## config.mk

```make
export PLATFORM = sky130hd
export DESIGN_NAME = queue_reader
export DESIGN_NICKNAME = d
export VERILOG_FILES = /design/src/rtl/queue_pkg.sv /design/src/rtl/queue_reader.sv
export SDC_FILE = /design/constraint.sdc
export NUM_CORES = 1
export LEC_CHECK = 0
export BUFFER_PORTS_ARGS = -buffer_cell sky130_fd_sc_hd__buf_4
export CORE_UTILIZATION = 40
export CTS_CLUSTER_DIAMETER = 120
export CTS_CLUSTER_SIZE = 10
export DETAILED_ROUTE_END_ITERATION = 16
export GPL_ROUTABILITY_DRIVEN = 1
export SLEW_MARGIN = 20
export SYNTH_ARGS = -nofsm -noshare
export SYNTH_HDL_FRONTEND = slang
export SYNTH_SLANG_ARGS = --single-unit
```

## constraint.sdc

```tcl
create_clock -name clk0 -period 3.8 [get_ports clk0]
set_input_delay 0.38 -clock clk0 [delete_from_list [all_inputs] [get_ports clk0]]
set_output_delay 0.38 -clock clk0 [all_outputs]
set_load 0.03 [all_outputs]
```

## src/rtl/queue_pkg.sv

```systemverilog
// ---------------------------------------------------------------------------
// queue_pkg
//
// Shared types and constants for the FIFO queue family.
//
// Contents:
//   READER_SLOTS  - depth of the queue_reader skid buffer
//   occ_state_t   - queue_reader occupancy state (EMPTY / ONE / TWO)
//   occupancy()   - number of buffered entries encoded by an occ_state_t
// ---------------------------------------------------------------------------
package queue_pkg;

    localparam int READER_SLOTS = 2;

    typedef enum logic [1:0] {
        EMPTY = 2'd0,
        ONE   = 2'd1,
        TWO   = 2'd2
    } occ_state_t;

    function automatic logic [1:0] occupancy(input occ_state_t s);
        logic [1:0] n;
        n = 2'd0;
        case (s)
            ONE:     n = 2'd1;
            TWO:     n = 2'd2;
            default: n = 2'd0;
        endcase
        return n;
    endfunction

endpackage : queue_pkg

```

## src/rtl/queue_reader.sv

```systemverilog
// ---------------------------------------------------------------------------
// queue_reader
//
// Read-side engine for a FIFO queue's pop interface. Entries are popped
// whenever the local 2-entry skid buffer can take them and are presented
// on a registered valid/ready port. out_valid/out_data come from flops
// only; q_pop depends on out_ready through a single gate.
//
// Parameters:
//   WIDTH        data width, must match the attached queue
//
// Ports:
//   clk0         clock
//   rst0         synchronous active-high reset (drops buffered entries)
//   flush        discard all buffered entries, no pop this cycle
//   q_empty      queue empty flag
//   q_pop_data   queue head data, valid together with q_pop_resp
//   q_pop_resp   queue acknowledges the pop this cycle
//   q_pop        pop request to the queue (combinational)
//   out_valid    out_data holds a valid entry
//   out_data     oldest buffered entry
//   out_ready    consumer accepts the entry this cycle
//
// Optional build macro QUEUE_READER_STATS_EN adds:
//   pop_count    captures since reset (wraps at 2^32)
//   stall_cycles cycles with out_valid && !out_ready since reset
// Neither counter is cleared by flush.
// ---------------------------------------------------------------------------
module queue_reader
    import queue_pkg::*;
#(
    parameter int WIDTH = 32
) (
    input  logic             clk0,
    input  logic             rst0,
    input  logic             flush,
    input  logic             q_empty,
    input  logic [WIDTH-1:0] q_pop_data,
    input  logic             q_pop_resp,
    output logic             q_pop,
    output logic             out_valid,
    output logic [WIDTH-1:0] out_data,
    input  logic             out_ready
`ifdef QUEUE_READER_STATS_EN
    ,
    output logic [31:0]      pop_count,
    output logic [31:0]      stall_cycles
`endif
);

    occ_state_t       state_q, state_d;
    logic             head_q, head_d;
    logic [WIDTH-1:0] slot_q [READER_SLOTS];

    logic             capture;
    logic             deq;
    logic [1:0]       occ;
    logic             wr_idx;

    // ------------------------------------------------------------------
    // Handshake decode
    // ------------------------------------------------------------------
    // In TWO a pop is only allowed when the head entry leaves in the same
    // cycle, so the incoming word always has a free slot.
    assign q_pop   = !rst0 && !flush && !q_empty && (state_q != TWO || out_ready);
    assign capture = q_pop && q_pop_resp;

    // A dequeue during flush has no effect on state or head.
    assign deq     = out_valid && out_ready && !flush;

    // Write slot is (head + occupancy) mod 2 using the current head, which
    // equals (next head + occupancy - deq). In TWO with deq this is the
    // slot being vacated by the departing head entry.
    assign occ     = occupancy(state_q);
    assign wr_idx  = head_q ^ occ[0];

    assign out_valid = (state_q != EMPTY);
    assign out_data  = slot_q[head_q];

    // ------------------------------------------------------------------
    // Occupancy FSM: next state
    // ------------------------------------------------------------------
    always_comb begin
        // NOTE: every output of this block gets a default first so no path
        // leaves a value unassigned, which would infer a latch.
        state_d = state_q;
        head_d  = head_q;

        if (flush) begin
            state_d = EMPTY;
            head_d  = 1'b0;
        end else begin
            if (deq) begin
                head_d = ~head_q;
            end

            unique case (state_q)
                EMPTY: begin
                    if (capture) begin
                        state_d = ONE;
                    end
                end
                ONE: begin
                    if (capture && !deq) begin
                        state_d = TWO;
                    end else if (!capture && deq) begin
                        state_d = EMPTY;
                    end
                end
                TWO: begin
                    if (deq && !capture) begin
                        state_d = ONE;
                    end
                end
                default: begin
                    state_d = EMPTY;
                    head_d  = 1'b0;
                end
            endcase
        end
    end

    // ------------------------------------------------------------------
    // State, head pointer and slot storage
    // ------------------------------------------------------------------
    // NOTE: sequential state uses non-blocking assignments so every flop
    // samples pre-edge values regardless of statement order.
    always_ff @(posedge clk0) begin
        if (rst0) begin
            state_q <= EMPTY;
            head_q  <= 1'b0;
            // NOTE: the two slots are reset because out_data is a direct
            // view of slot[head] and must read zero out of reset.
            for (int i = 0; i < READER_SLOTS; i++) begin
                slot_q[i] <= '0;
            end
        end else begin
            state_q <= state_d;
            head_q  <= head_d;
            if (capture) begin
                slot_q[wr_idx] <= q_pop_data;
            end
        end
    end

`ifdef QUEUE_READER_STATS_EN
    // ------------------------------------------------------------------
    // Statistics counters (cleared by reset only, not by flush)
    // ------------------------------------------------------------------
    logic [31:0] pop_count_q;
    logic [31:0] stall_cycles_q;

    always_ff @(posedge clk0) begin
        if (rst0) begin
            pop_count_q    <= '0;
            stall_cycles_q <= '0;
        end else begin
            if (capture) begin
                pop_count_q <= pop_count_q + 32'd1;
            end
            if (out_valid && !out_ready) begin
                stall_cycles_q <= stall_cycles_q + 32'd1;
            end
        end
    end

    assign pop_count    = pop_count_q;
    assign stall_cycles = stall_cycles_q;
`endif

endmodule : queue_reader

```

==> impl_metrics.xml, run 1 <==
<?xml version="1.0" encoding="UTF-8"?>
<metrics>
  <group name="finish">
    <metric name="post_route_cells_drive_above_1_share" unit="%">45.45</metric>
    <metric name="stdcell_count" unit="">385</metric>
    <metric name="multi_input_comb_area" unit="um^2">969.7</metric>
    <metric name="nFillCells" unit="">638</metric>
    <metric name="insertedDiodeCount" unit="">0</metric>
    <metric name="syn2layout_area_growth" unit="%">26.04</metric>
    <metric name="final-seq-area" unit="mm^2">0.002003</metric>
    <metric name="layout.nets" unit="">321</metric>
  </group>
  <group name="sta">
    <metric name="finalSetupTns" unit="ps">0</metric>
    <metric name="fmax" unit="MHz">407.0</metric>
    <metric name="final-hold-violation-count" unit="">0</metric>
    <metric name="finalMaxSlewViolations" unit="">0</metric>
    <metric name="setup_viol" unit="">0</metric>
    <metric name="fin_crit_sh" unit="%">64.66</metric>
    <metric name="setup_slack" unit="ps">1343</metric>
    <metric name="worst_slew_margin_rel" unit="%">46.94</metric>
    <metric name="post-route-min-period" unit="ps">2457</metric>
    <metric name="grt_setup_unrepaired" unit="">false</metric>
    <metric name="tightest_slew" unit="ps">795.8</metric>
    <metric name="final.setup_skew" unit="ps">5.125</metric>
    <metric name="finalHoldWorstSlack" unit="ps">245.1</metric>
  </group>
  <group name="detailed_routing">
    <metric name="initial_drc_count" unit="">80</metric>
    <metric name="total_detailed_routing_wirelength" unit="um">5934</metric>
    <metric name="number_of_routed_nets_with_antenna_violations" unit="">0</metric>
    <metric name="routed_via_density" unit="">5.039</metric>
    <metric name="detail_route.first_pass.iterations" unit="">4</metric>
    <metric name="detail_route.drc_violations" unit="">0</metric>
    <metric name="avgRoutedWirePerCell" unit="um">15.41</metric>
    <metric name="num_vias" unit="">1940</metric>
  </group>
  <group name="synth">
    <metric name="synth.top_cells.by_count" unit="">and3_1 (65), edfxtp_1 (64), mux2_2 (32), clkbuf_1 (11), dfxtp_1 (4)</metric>
    <metric name="synth_edf_count" unit="">64</metric>
    <metric name="netlist.area_leader.share" unit="%">62.59</metric>
    <metric name="synth_area_per_cell" unit="um^2">14.42</metric>
    <metric name="ys.warnings.count" unit="">0</metric>
    <metric name="synth_cell_types" unit="">26</metric>
    <metric name="yosysSeqAreaShare" unit="%">65.20</metric>
    <metric name="dominantRegCellSynth" unit="">edfxtp_1</metric>
    <metric name="synth_area" unit="mm^2">0.003070</metric>
    <metric name="yosys_register_bits" unit="">68</metric>
    <metric name="synthArstFlopShare" unit="%">0</metric>
    <metric name="syn-num-nets" unit="">253</metric>
    <metric name="post-synth-top-count-cell" unit="">and3_1</metric>
    <metric name="netlist_instances" unit="">213</metric>
    <metric name="synth.area.top_cells" unit="">edfxtp_1 (63%), and3_1 (13%), mux2_2 (12%), dfxtp_1 (2.6%), clkbuf_1 (1.3%)</metric>
    <metric name="synthDominantAreaCellType" unit="">edfxtp_1</metric>
  </group>
  <group name="outcome">
    <metric name="run_status" unit="">finished, final reports clean</metric>
  </group>
  <group name="grt">
    <metric name="grt_util_overall" unit="%">14.98</metric>
    <metric name="grt_max_degree" unit="">69</metric>
    <metric name="globalRouteOverflowTotal" unit="">0</metric>
    <metric name="initial_antenna_violation_count" unit="">0</metric>
    <metric name="vias_in_the_first_global_route" unit="">1876</metric>
    <metric name="wire_length_of_the_first_global_routing_pass" unit="um">8707</metric>
  </group>
  <group name="floorplanning">
    <metric name="rows" unit="">31</metric>
    <metric name="floorplan.core_area" unit="mm^2">0.007331</metric>
    <metric name="effective_utilization_at_floorplan" unit="%">41.88</metric>
    <metric name="floorplan.die_area" unit="mm^2">0.008031</metric>
    <metric name="floorplan.io_pins" unit="">72</metric>
    <metric name="die_boundary_width" unit="um">89.62</metric>
    <metric name="die_height" unit="um">89.62</metric>
  </group>
  <group name="clock_tree">
    <metric name="clockBufferDepth" unit="">2</metric>
    <metric name="source_to_sink_clock_delay_at_the_later_pin_of_the_worst_skew_pair" unit="ps">330</metric>
    <metric name="cts_repair_resize_count" unit="">0</metric>
    <metric name="cts.sinks" unit="">68</metric>
    <metric name="cts_root_buf" unit="">clkbuf_8</metric>
    <metric name="post-cts-setup-buffers" unit="">0</metric>
    <metric name="ctsHoldBuffers" unit="">0</metric>
    <metric name="cts_htree_levels" unit="">3</metric>
    <metric name="clk_transition_reported_paths" unit="ps">70</metric>
    <metric name="cts_made_buffers" unit="">9</metric>
    <metric name="cts_tree" unit="">done</metric>
  </group>
  <group name="power_and_ir_drop">
    <metric name="power_density" unit="mW/mm^2">413.0</metric>
    <metric name="irDropWorstVdd" unit="V">0.0001423</metric>
    <metric name="p_total" unit="W">0.001598</metric>
    <metric name="leakage" unit="nW">1.763</metric>
  </group>
  <group name="worst_setup_path">
    <metric name="cpMaxStageDelayCell" unit="">and3b_4</metric>
    <metric name="worst_r2r_path_depth" unit="">4</metric>
    <metric name="critical-path-max-stage-delay" unit="ps">590</metric>
    <metric name="path_max_fanout" unit="">68</metric>
    <metric name="timing.rr.end" unit="">slot_q[1][23]$_SDFFCE_PN0P_</metric>
    <metric name="critPathRequiredTime" unit="ps">3830</metric>
    <metric name="worstPathBufferInverterCount" unit="">1</metric>
    <metric name="crit_path_cell_trace" unit="">or3b_1 -&gt; and3b_4 -&gt; a21o_1 -&gt; buf_4</metric>
    <metric name="criticalPathCategory" unit="">flop to flop</metric>
    <metric name="critPathTopFamily" unit="">simple AND/OR/NAND/NOR gates</metric>
    <metric name="timing.reg2reg.setup_slack" unit="ps">1340</metric>
    <metric name="timing.critical_path.from_type" unit="">flop</metric>
    <metric name="worst_r2r_startpoint" unit="">state_q[0]$_SDFFE_PP0P_</metric>
    <metric name="critPathArrivalTime" unit="ps">2490</metric>
    <metric name="crit_path_end_kind" unit="">flop</metric>
  </group>
  <group name="min_path">
    <metric name="worst_hold_path_cell_count" unit="">2</metric>
    <metric name="hp-class" unit="">input port to flop</metric>
    <metric name="hold_start" unit="">flush</metric>
    <metric name="worstHoldEndpoint" unit="">state_q[1]$_SDFFE_PP0P_</metric>
  </group>
  <group name="placement">
    <metric name="pre_cts_slack" unit="ps">1237</metric>
    <metric name="post-place-cells" unit="">369</metric>
    <metric name="gp_congestion" unit="">0.7124</metric>
    <metric name="buffer_ports.inserted" unit="">71</metric>
    <metric name="dp_hpwl" unit="um">3661</metric>
  </group>
  <group name="run">
    <metric name="cap_violations" unit="">0</metric>
  </group>
</metrics>
## cells by family after synthesis
group / share of synthesized area (%)
and+or+nand+nor: 15.81
DFF: 65.20
muxes: 11.74
buffers and inverters: 3.708
AOI/OAI and AO/OA: 1.874
xor gates and xnor gates: 0.8559
adders and majority gates: 0.8149
## cell usage in the layout, fill, tap and decap left out, drive strengths merged
cell,count
xor2,2
a21oi,2
o21ai,3
and3b,1
inv,3
clkinv,4
or2,2
dfxtp,4
clkbuf,9
clkinvlp,2
and4bb,1
a21o,2
bufinv,1
nor2,3
buf,76
a2111oi,2
and3,65
ha,2
mux2,32
edfxtp,64
nand2,1
xnor2,1
or3b,1
nor3,1
nand2b,2
## flip-flops by register name (all words and copies together), names as in the netlist, named ones only
register	count
state_q	2
head_q	1
slot_q	64
## metrics by stage
stage,instance area [um^2],utilization [%]
floorplan,3070,-
global placement,3679,50.18
detailed placement,3679,50.18
CTS,3870,52.79
global route,3870,52.79
finish,3870,52.79
## layout make-up
| type | count | share of cell area (%) |
|---|---|---|
| inverters | 3 | 0.2910 |
| well taps | 99 | 3.201 |
| flip-flops and latches | 68 | 51.76 |
| repair buffers | 76 | 14.74 |
| clock buffers | 9 | 3.201 |
| multi-input cells | 123 | 25.06 |
| clock inverters | 7 | 1.746 |
## per-layer routing
metal | routed length, um | vias to the layer above | share of wire (%) | global-route usage [%]
li1 | - | 938 | - | -
met1 | 2453 | 947 | 41 | 18.06
met2 | 3135 | 46 | 53 | 26.03
met3 | 271 | 9 | 4.6 | 3.108
met4 | 74 | 0 | 1.2 | 6.494
met5 | 0 | - | 0 | 0
## worst max-delay path by stage
stage               slack (ps)                     endpoint                     from  cells after the start
finish                    1340  slot_q[1][23]$_SDFFCE_PN0P_  state_q[0]$_SDFFE_PP0P_                      4
global route              1120  slot_q[1][23]$_SDFFCE_PN0P_  state_q[0]$_SDFFE_PP0P_                      4
CTS                       1310  slot_q[1][23]$_SDFFCE_PN0P_  state_q[0]$_SDFFE_PP0P_                      4
detailed placement        1240  slot_q[1][19]$_SDFFCE_PN0P_                  q_empty                      5
global placement          1220  slot_q[1][22]$_SDFFCE_PN0P_                  q_empty                      5
floorplan                 1550   slot_q[1][0]$_SDFFCE_PN0P_  state_q[1]$_SDFFE_PP0P_                      5
## where the power goes
| part | switching [W] | internal, W | total [W] |
|---|---|---|---|
| Combinational | 0.0000984 | 0.0000758 | 0.000174 |
| Sequential | 0.00000982 | 0.000851 | 0.000860 |
| Clock | 0.000265 | 0.000299 | 0.000564 |
| Total | 0.000373 | 0.00123 | 0.00160 |
No activity file was read; power rests on OpenSTA's default activity.
==> inputs of run 2 (changes only) <==
==> constraint.sdc (replaced) <==
create_clock -name clk0 -period 2.28 [get_ports clk0]
set_input_delay 0.228 -clock clk0 [delete_from_list [all_inputs] [get_ports clk0]]
set_output_delay 0.228 -clock clk0 [all_outputs]
set_load 0.03 [all_outputs]
==> run 2 against run 1 <==
- hold slack worse by 150 ps
- flip-flop and latch count unchanged
- worst setup slack worse by 1000 ps
- critical path depth up 2
- final cell count unchanged
- first-iteration DRC count down 33%
- critical path type unchanged
- largest power group unchanged
- highest routed layer unchanged
==> impl_metrics.xml, run 2 (same netlist as run 1, synthesis figures left out) <==
<?xml version="1.0" encoding="UTF-8"?>
<metrics>
  <group name="sta">
    <metric name="final-hold-violation-count" unit="">0</metric>
    <metric name="finalSetupTns" unit="ps">0</metric>
    <metric name="post-route-min-period" unit="ps">1966</metric>
    <metric name="setup_viol" unit="">0</metric>
    <metric name="tightest_slew" unit="ps">459.2</metric>
    <metric name="final.setup_skew" unit="ps">5.525</metric>
    <metric name="finalHoldWorstSlack" unit="ps">95.02</metric>
    <metric name="fin_crit_sh" unit="%">86.25</metric>
    <metric name="grt_setup_unrepaired" unit="">false</metric>
    <metric name="fmax" unit="MHz">508.5</metric>
    <metric name="worst_slew_margin_rel" unit="%">69.39</metric>
    <metric name="finalMaxSlewViolations" unit="">0</metric>
    <metric name="setup_slack" unit="ps">313.6</metric>
  </group>
  <group name="floorplanning">
    <metric name="effective_utilization_at_floorplan" unit="%">41.88</metric>
    <metric name="rows" unit="">31</metric>
    <metric name="die_boundary_width" unit="um">89.62</metric>
    <metric name="floorplan.die_area" unit="mm^2">0.008031</metric>
    <metric name="die_height" unit="um">89.62</metric>
    <metric name="floorplan.io_pins" unit="">72</metric>
    <metric name="floorplan.core_area" unit="mm^2">0.007331</metric>
  </group>
  <group name="clock_tree">
    <metric name="cts_tree" unit="">done</metric>
    <metric name="clk_transition_reported_paths" unit="ps">60</metric>
    <metric name="cts_htree_levels" unit="">3</metric>
    <metric name="post-cts-setup-buffers" unit="">0</metric>
    <metric name="cts.sinks" unit="">68</metric>
    <metric name="ctsHoldBuffers" unit="">0</metric>
    <metric name="cts_repair_resize_count" unit="">0</metric>
    <metric name="cts_root_buf" unit="">clkbuf_8</metric>
    <metric name="cts_made_buffers" unit="">9</metric>
    <metric name="source_to_sink_clock_delay_at_the_later_pin_of_the_worst_skew_pair" unit="ps">330</metric>
    <metric name="clockBufferDepth" unit="">2</metric>
  </group>
  <group name="placement">
    <metric name="post-place-cells" unit="">371</metric>
    <metric name="pre_cts_slack" unit="ps">298.5</metric>
    <metric name="gp_congestion" unit="">0.7614</metric>
    <metric name="buffer_ports.inserted" unit="">71</metric>
    <metric name="dp_hpwl" unit="um">3546</metric>
  </group>
  <group name="grt">
    <metric name="grt_max_degree" unit="">43</metric>
    <metric name="grt_use_met3" unit="%">3.565</metric>
    <metric name="vias_in_the_first_global_route" unit="">1786</metric>
    <metric name="wire_length_of_the_first_global_routing_pass" unit="um">8887</metric>
    <metric name="grt_util_overall" unit="%">15.57</metric>
    <metric name="gr-usage-met2" unit="%">26.03</metric>
    <metric name="gr_busiest_metal" unit="">met2</metric>
    <metric name="met1_global_route_usage" unit="%">18.45</metric>
    <metric name="initial_antenna_violation_count" unit="">0</metric>
    <metric name="globalRouteOverflowTotal" unit="">0</metric>
  </group>
  <group name="worst_setup_path">
    <metric name="critical-path-max-stage-delay" unit="ps">450</metric>
    <metric name="worstPathBufferInverterCount" unit="">0</metric>
    <metric name="critPathTopFamily" unit="">simple AND/OR/NAND/NOR gates</metric>
    <metric name="critPathArrivalTime" unit="ps">2220</metric>
    <metric name="critPathRequiredTime" unit="ps">2530</metric>
    <metric name="timing.critical_path.from_type" unit="">flop</metric>
    <metric name="criticalPathCategory" unit="">flop to flop</metric>
    <metric name="crit_path_cell_trace" unit="">or3b_1 -&gt; and3b_4 -&gt; ha_1 -&gt; and4bb_2 -&gt; a21oi_1 -&gt; nor3_1</metric>
    <metric name="crit_path_end_kind" unit="">flop</metric>
    <metric name="cpMaxStageDelayCell" unit="">dfxtp_1</metric>
    <metric name="path_max_fanout" unit="">27</metric>
  </group>
  <group name="detailed_routing">
    <metric name="detail_route.drc_violations" unit="">0</metric>
    <metric name="avgRoutedWirePerCell" unit="um">15.38</metric>
    <metric name="num_vias" unit="">1927</metric>
    <metric name="initial_drc_count" unit="">54</metric>
    <metric name="routed_via_density" unit="">5.005</metric>
    <metric name="number_of_routed_nets_with_antenna_violations" unit="">0</metric>
    <metric name="total_detailed_routing_wirelength" unit="um">5922</metric>
    <metric name="detail_route.first_pass.iterations" unit="">4</metric>
  </group>
  <group name="power_and_ir_drop">
    <metric name="power_density" unit="mW/mm^2">649.6</metric>
    <metric name="seqPwrFrac" unit="%">57.2</metric>
    <metric name="combinationalPowerShare" unit="%">11.8</metric>
    <metric name="switching_component_of_the_power" unit="W">0.0005875</metric>
    <metric name="clock_power_share" unit="%">31.0</metric>
    <metric name="irDropWorstVdd" unit="V">0.0002328</metric>
    <metric name="p_int" unit="W">0.001914</metric>
    <metric name="switching_fraction" unit="%">23.48</metric>
    <metric name="leakage" unit="nW">1.763</metric>
  </group>
  <group name="finish">
    <metric name="layout.nets" unit="">323</metric>
    <metric name="syn2layout_area_growth" unit="%">25.43</metric>
    <metric name="insertedDiodeCount" unit="">0</metric>
    <metric name="most_frequent_cells_in_the_layout" unit="">buf_4 (77), and3_1 (65), edfxtp_1 (64), mux2_2 (32), clkbuf_8 (9)</metric>
    <metric name="post_route_cells_drive_above_1_share" unit="%">44.76</metric>
    <metric name="registers.top_by_ff_count" unit="">slot_q</metric>
    <metric name="number_of_flip_flops_in_the_largest_register" unit="">64</metric>
    <metric name="largest_registers" unit="">slot_q (64), state_q (2), head_q (1)</metric>
    <metric name="stdcell_count" unit="">385</metric>
    <metric name="layout_commonest_cell" unit="">buf_4</metric>
    <metric name="utilization" unit="%">52.53</metric>
  </group>
  <group name="outcome">
    <metric name="run_status" unit="">finished, final reports clean</metric>
  </group>
  <group name="run">
    <metric name="cap_violations" unit="">0</metric>
  </group>
  <group name="min_path">
    <metric name="hp-class" unit="">input port to flop</metric>
  </group>
</metrics>
[run 2: changes by cell type in the layout (fill, tap and decap cells not counted), sizes merged]
| cell | before | now |
|---|---|---|
| bufinv | 1 | 0 |
| clkinv | 4 | 5 |
| clkinvlp | 2 | 0 |
| buf | 76 | 78 |
[run 2: path summary, 6_finish.rpt]
kind / from / end / slack [ps] / cells past startpoint
setup / recovery: state_q[1]$_SDFFE_PP0P_ / state_q[1]$_SDFFE_PP0P_ / 310 / 6
hold / removal: flush / state_q[1]$_SDFFE_PP0P_ / 100 / 2
setup reg to reg: state_q[1]$_SDFFE_PP0P_ / state_q[1]$_SDFFE_PP0P_ / 310 / 6
hold reg to reg: state_q[1]$_SDFFE_PP0P_ / state_q[1]$_SDFFE_PP0P_ / 620 / 2
[run 2: worst reg2reg max path, cell delays in order, from the launching register on]
cell,delay [ps]
dfxtp_1,450
or3b_1,390
and3b_4,290
ha_1,310
and4bb_2,290
a21oi_1,40
nor3_1,120
[run 2: area by class of cell]
type / count / area [um^2]
inverters: 3 / 11.26
fillers: 650 / 3480
well taps: 99 / 123.9
flip-flops and latches: 68 / 2003
clock buffers: 9 / 123.9
clock inverters: 5 / 21.27
repair buffers: 78 / 598.1
multi-input cells: 123 / 969.7
[run 2: power groups by stage]
| stage | Sequential, W | Clock, W | Combinational, W |
|---|---|---|---|
| after floorplan | 0.00145 | 0 | 0.000164 |
| after global placement | 0.00146 | 0 | 0.000298 |
| after detailed placement | 0.00146 | 0 | 0.000300 |
| after CTS | 0.00143 | 0.000800 | 0.000301 |
| after global routing | 0.00144 | 0.000842 | 0.000318 |
| final | 0.00143 | 0.000776 | 0.000295 |
[run 2: routing by layer]
metal | vias up | share of wire [%]
li1 | 940 | -
met1 | 941 | 40
met2 | 40 | 53
met3 | 6 | 4.9
met4 | 0 | 1.7
met5 | - | 0
[run 2: stage by stage]
step | instance area (um^2) | power (W)
after detailed placement | 3706 | 0.001758
after global routing | 3851 | 0.002594
after global placement | 3706 | 0.001754
after floorplan | 3070 | 0.001618
final | 3851 | 0.002502
after CTS | 3851 | 0.002532
==> inputs of run 3 (changes only) <==
--- a/config.mk
+++ b/config.mk
@@ -6,11 +6,12 @@
 export NUM_CORES = 1
 export LEC_CHECK = 0
 export BUFFER_PORTS_ARGS = -buffer_cell sky130_fd_sc_hd__buf_4
-export CORE_UTILIZATION = 40
+export CORE_UTILIZATION = 53
 export CTS_CLUSTER_DIAMETER = 120
 export CTS_CLUSTER_SIZE = 10
 export DETAILED_ROUTE_END_ITERATION = 16
 export GPL_ROUTABILITY_DRIVEN = 1
+export PLACE_DENSITY = 0.79
 export SLEW_MARGIN = 20
 export SYNTH_ARGS = -nofsm -noshare
 export SYNTH_HDL_FRONTEND = slang
==> run 3 against run 2 <==
- hold slack better by 6.4 ps
- register-to-register slack got worse by 70 ps
- clock-buffer cell count increased by 1
- critical path depth stayed put
- global-route usage grew 6.3 points
- sequential share of layout area shrank 0.10 points
- clock skew hardly changed
- via count rose by 3.6%
- highest routed layer unchanged
==> impl_metrics.xml, run 3 (same netlist as run 1, synthesis figures left out) <==
<?xml version="1.0" encoding="UTF-8"?>
<metrics>
  <group name="worst_setup_path">
    <metric name="cpMaxStageDelayCell" unit="">dfxtp_1</metric>
    <metric name="critPathTopFamily" unit="">simple AND/OR/NAND/NOR gates</metric>
    <metric name="critical-path-max-stage-delay" unit="ps">480</metric>
    <metric name="number_of_gates_on_the_worst_path_with_buffers_counted" unit="">6</metric>
    <metric name="critPathCapture" unit="">state_q[1]$_SDFFE_PP0P_</metric>
    <metric name="timing.critical_path.from_type" unit="">flop</metric>
    <metric name="crit_path_cell_trace" unit="">or3b_1 -&gt; and3b_4 -&gt; ha_1 -&gt; and4bb_2 -&gt; a21oi_1 -&gt; nor3_1</metric>
    <metric name="timing.rr.end" unit="">state_q[1]$_SDFFE_PP0P_</metric>
    <metric name="timing.reg2reg.setup_slack" unit="ps">240</metric>
    <metric name="crit_path_end_kind" unit="">flop</metric>
    <metric name="criticalPathCategory" unit="">flop to flop</metric>
    <metric name="critPathArrivalTime" unit="ps">2300</metric>
    <metric name="path_max_fanout" unit="">33</metric>
    <metric name="critPathRequiredTime" unit="ps">2540</metric>
    <metric name="worst_r2r_startpoint" unit="">state_q[1]$_SDFFE_PP0P_</metric>
    <metric name="worst_r2r_path_depth" unit="">6</metric>
    <metric name="worstPathBufferInverterCount" unit="">0</metric>
    <metric name="startpoint" unit="">state_q[1]$_SDFFE_PP0P_</metric>
  </group>
  <group name="run">
    <metric name="cap_violations" unit="">0</metric>
  </group>
  <group name="detailed_routing">
    <metric name="routed-wl-met2" unit="um">3264</metric>
    <metric name="number_of_routed_nets_with_antenna_violations" unit="">0</metric>
    <metric name="total_detailed_routing_wirelength" unit="um">6122</metric>
    <metric name="routedLengthMet1" unit="um">2453</metric>
    <metric name="detail_route.first_pass.iterations" unit="">4</metric>
    <metric name="initial_drc_count" unit="">97</metric>
    <metric name="num_vias" unit="">1996</metric>
    <metric name="dr_wl_met3" unit="um">229</metric>
    <metric name="dr.max_layer_used" unit="">met4</metric>
    <metric name="detail_route.drc_violations" unit="">0</metric>
    <metric name="avgRoutedWirePerCell" unit="um">16.91</metric>
    <metric name="routed_via_density" unit="">5.514</metric>
  </group>
  <group name="sta">
    <metric name="finalSetupTns" unit="ps">0</metric>
    <metric name="post-route-min-period" unit="ps">2037</metric>
    <metric name="fmax" unit="MHz">490.9</metric>
    <metric name="finalHoldWorstSlack" unit="ps">101.4</metric>
    <metric name="final-hold-violation-count" unit="">0</metric>
    <metric name="finalMaxSlewViolations" unit="">0</metric>
    <metric name="worst_slew_margin_rel" unit="%">68.80</metric>
    <metric name="grt_setup_unrepaired" unit="">false</metric>
    <metric name="fin_crit_sh" unit="%">89.34</metric>
    <metric name="tightest_slew" unit="ps">456.2</metric>
    <metric name="final.setup_skew" unit="ps">5.031</metric>
    <metric name="setup_viol" unit="">0</metric>
  </group>
  <group name="finish">
    <metric name="most_frequent_cells_in_the_layout" unit="">buf_4 (80), and3_1 (65), edfxtp_1 (64), mux2_2 (32), clkbuf_8 (9)</metric>
    <metric name="post_route_cells_drive_above_1_share" unit="%">45.17</metric>
    <metric name="syn2layout_area_growth" unit="%">25.59</metric>
    <metric name="stdcell_count" unit="">362</metric>
    <metric name="insertedDiodeCount" unit="">0</metric>
    <metric name="layout_commonest_cell" unit="">buf_4</metric>
    <metric name="number_of_flip_flops_in_the_largest_register" unit="">64</metric>
    <metric name="largest_registers" unit="">slot_q (64), state_q (2), head_q (1)</metric>
    <metric name="registers.top_by_ff_count" unit="">slot_q</metric>
    <metric name="layout.nets" unit="">325</metric>
  </group>
  <group name="placement">
    <metric name="gp_congestion" unit="">0.7932</metric>
    <metric name="dp_hpwl" unit="um">3844</metric>
    <metric name="buffer_ports.inserted" unit="">71</metric>
    <metric name="post-place-cells" unit="">346</metric>
  </group>
  <group name="clock_tree">
    <metric name="source_to_sink_clock_delay_at_the_later_pin_of_the_worst_skew_pair" unit="ps">330</metric>
    <metric name="cts_root_buf" unit="">clkbuf_8</metric>
    <metric name="clk_transition_reported_paths" unit="ps">70</metric>
    <metric name="ctsHoldBuffers" unit="">0</metric>
    <metric name="cts_made_buffers" unit="">9</metric>
    <metric name="cts_htree_levels" unit="">3</metric>
    <metric name="post-cts-setup-buffers" unit="">0</metric>
    <metric name="cts.sinks" unit="">68</metric>
    <metric name="cts_tree" unit="">done</metric>
    <metric name="clockBufferDepth" unit="">2</metric>
    <metric name="cts_repair_resize_count" unit="">0</metric>
  </group>
  <group name="grt">
    <metric name="grt_max_degree" unit="">37</metric>
    <metric name="grt_util_overall" unit="%">21.86</metric>
    <metric name="globalRouteOverflowTotal" unit="">0</metric>
    <metric name="wire_length_of_the_first_global_routing_pass" unit="um">9818</metric>
    <metric name="initial_antenna_violation_count" unit="">0</metric>
    <metric name="vias_in_the_first_global_route" unit="">2023</metric>
  </group>
  <group name="outcome">
    <metric name="run_status" unit="">finished, final reports clean</metric>
  </group>
  <group name="power_and_ir_drop">
    <metric name="irDropWorstVdd" unit="V">0.0004790</metric>
    <metric name="leakage" unit="nW">1.782</metric>
    <metric name="power_density" unit="mW/mm^2">684.3</metric>
    <metric name="p_total" unit="W">0.002639</metric>
  </group>
  <group name="floorplanning">
    <metric name="die_boundary_width" unit="um">78.12</metric>
    <metric name="floorplan.die_area" unit="mm^2">0.006102</metric>
    <metric name="effective_utilization_at_floorplan" unit="%">55.42</metric>
    <metric name="die_height" unit="um">78.12</metric>
    <metric name="floorplan.io_pins" unit="">72</metric>
    <metric name="rows" unit="">27</metric>
    <metric name="floorplan.core_area" unit="mm^2">0.005540</metric>
  </group>
  <group name="min_path">
    <metric name="hp-class" unit="">input port to flop</metric>
  </group>
</metrics>
-- run 3: cell count changes in the layout (fill, tap and decap cells not counted), sizes merged --
cell | previous run | this run
buf | 78 | 80
bufinv | 0 | 1
clkbuf | 9 | 10
clkinv | 5 | 4
clkinvlp | 0 | 1
-- run 3: worst min-delay path by stage --
stage | endpoint | startpoint | slack, ps | cells after the start
floorplan | state_q[1]$_SDFFE_PP0P_ | rst0 | 300 | 1
CTS | state_q[1]$_SDFFE_PP0P_ | flush | 90 | 2
detailed placement | state_q[1]$_SDFFE_PP0P_ | flush | 440 | 2
global route | state_q[1]$_SDFFE_PP0P_ | flush | 90 | 2
global placement | state_q[1]$_SDFFE_PP0P_ | flush | 430 | 2
finish | state_q[1]$_SDFFE_PP0P_ | flush | 100 | 2
-- run 3: metrics by stage --
step | area, um^2 | worst slack, ps | utilization (%)
after floorplan | 3070 | 32.09 | -
after global placement | 3674 | 364.1 | 66.31
after global routing | 3856 | 113.9 | 69.60
final | 3856 | 243.1 | 69.60
after detailed placement | 3674 | 272.1 | 66.31
after CTS | 3856 | 247.3 | 69.60
-- run 3: area by class of cell --
cell class,instances,area [um^2]
inverter,3,11.26
clock inverter,6,55.05
sequential,68,2002
tap,72,90.09
clock buffer,10,127.6
timing repair buffer,80,600.6
multi-input combinational,123,969.7
fill,396,1684
-- run 3: routing by layer --
metal | GRT usage, % | vias up
met1 | 25.49 | 975
met5 | 0 | -
met2 | 37.63 | 52
met4 | 13.33 | 0
li1 | - | 955
met3 | 3.721 | 14
-- run 3: where the power goes --
| part | switching [W] | internal [W] | total [W] |
|---|---|---|---|
| combinational | 0.000169 | 0.000129 | 0.000298 |
| sequential | 0.0000150 | 0.00142 | 0.00143 |
| clock | 0.000414 | 0.000493 | 0.000908 |
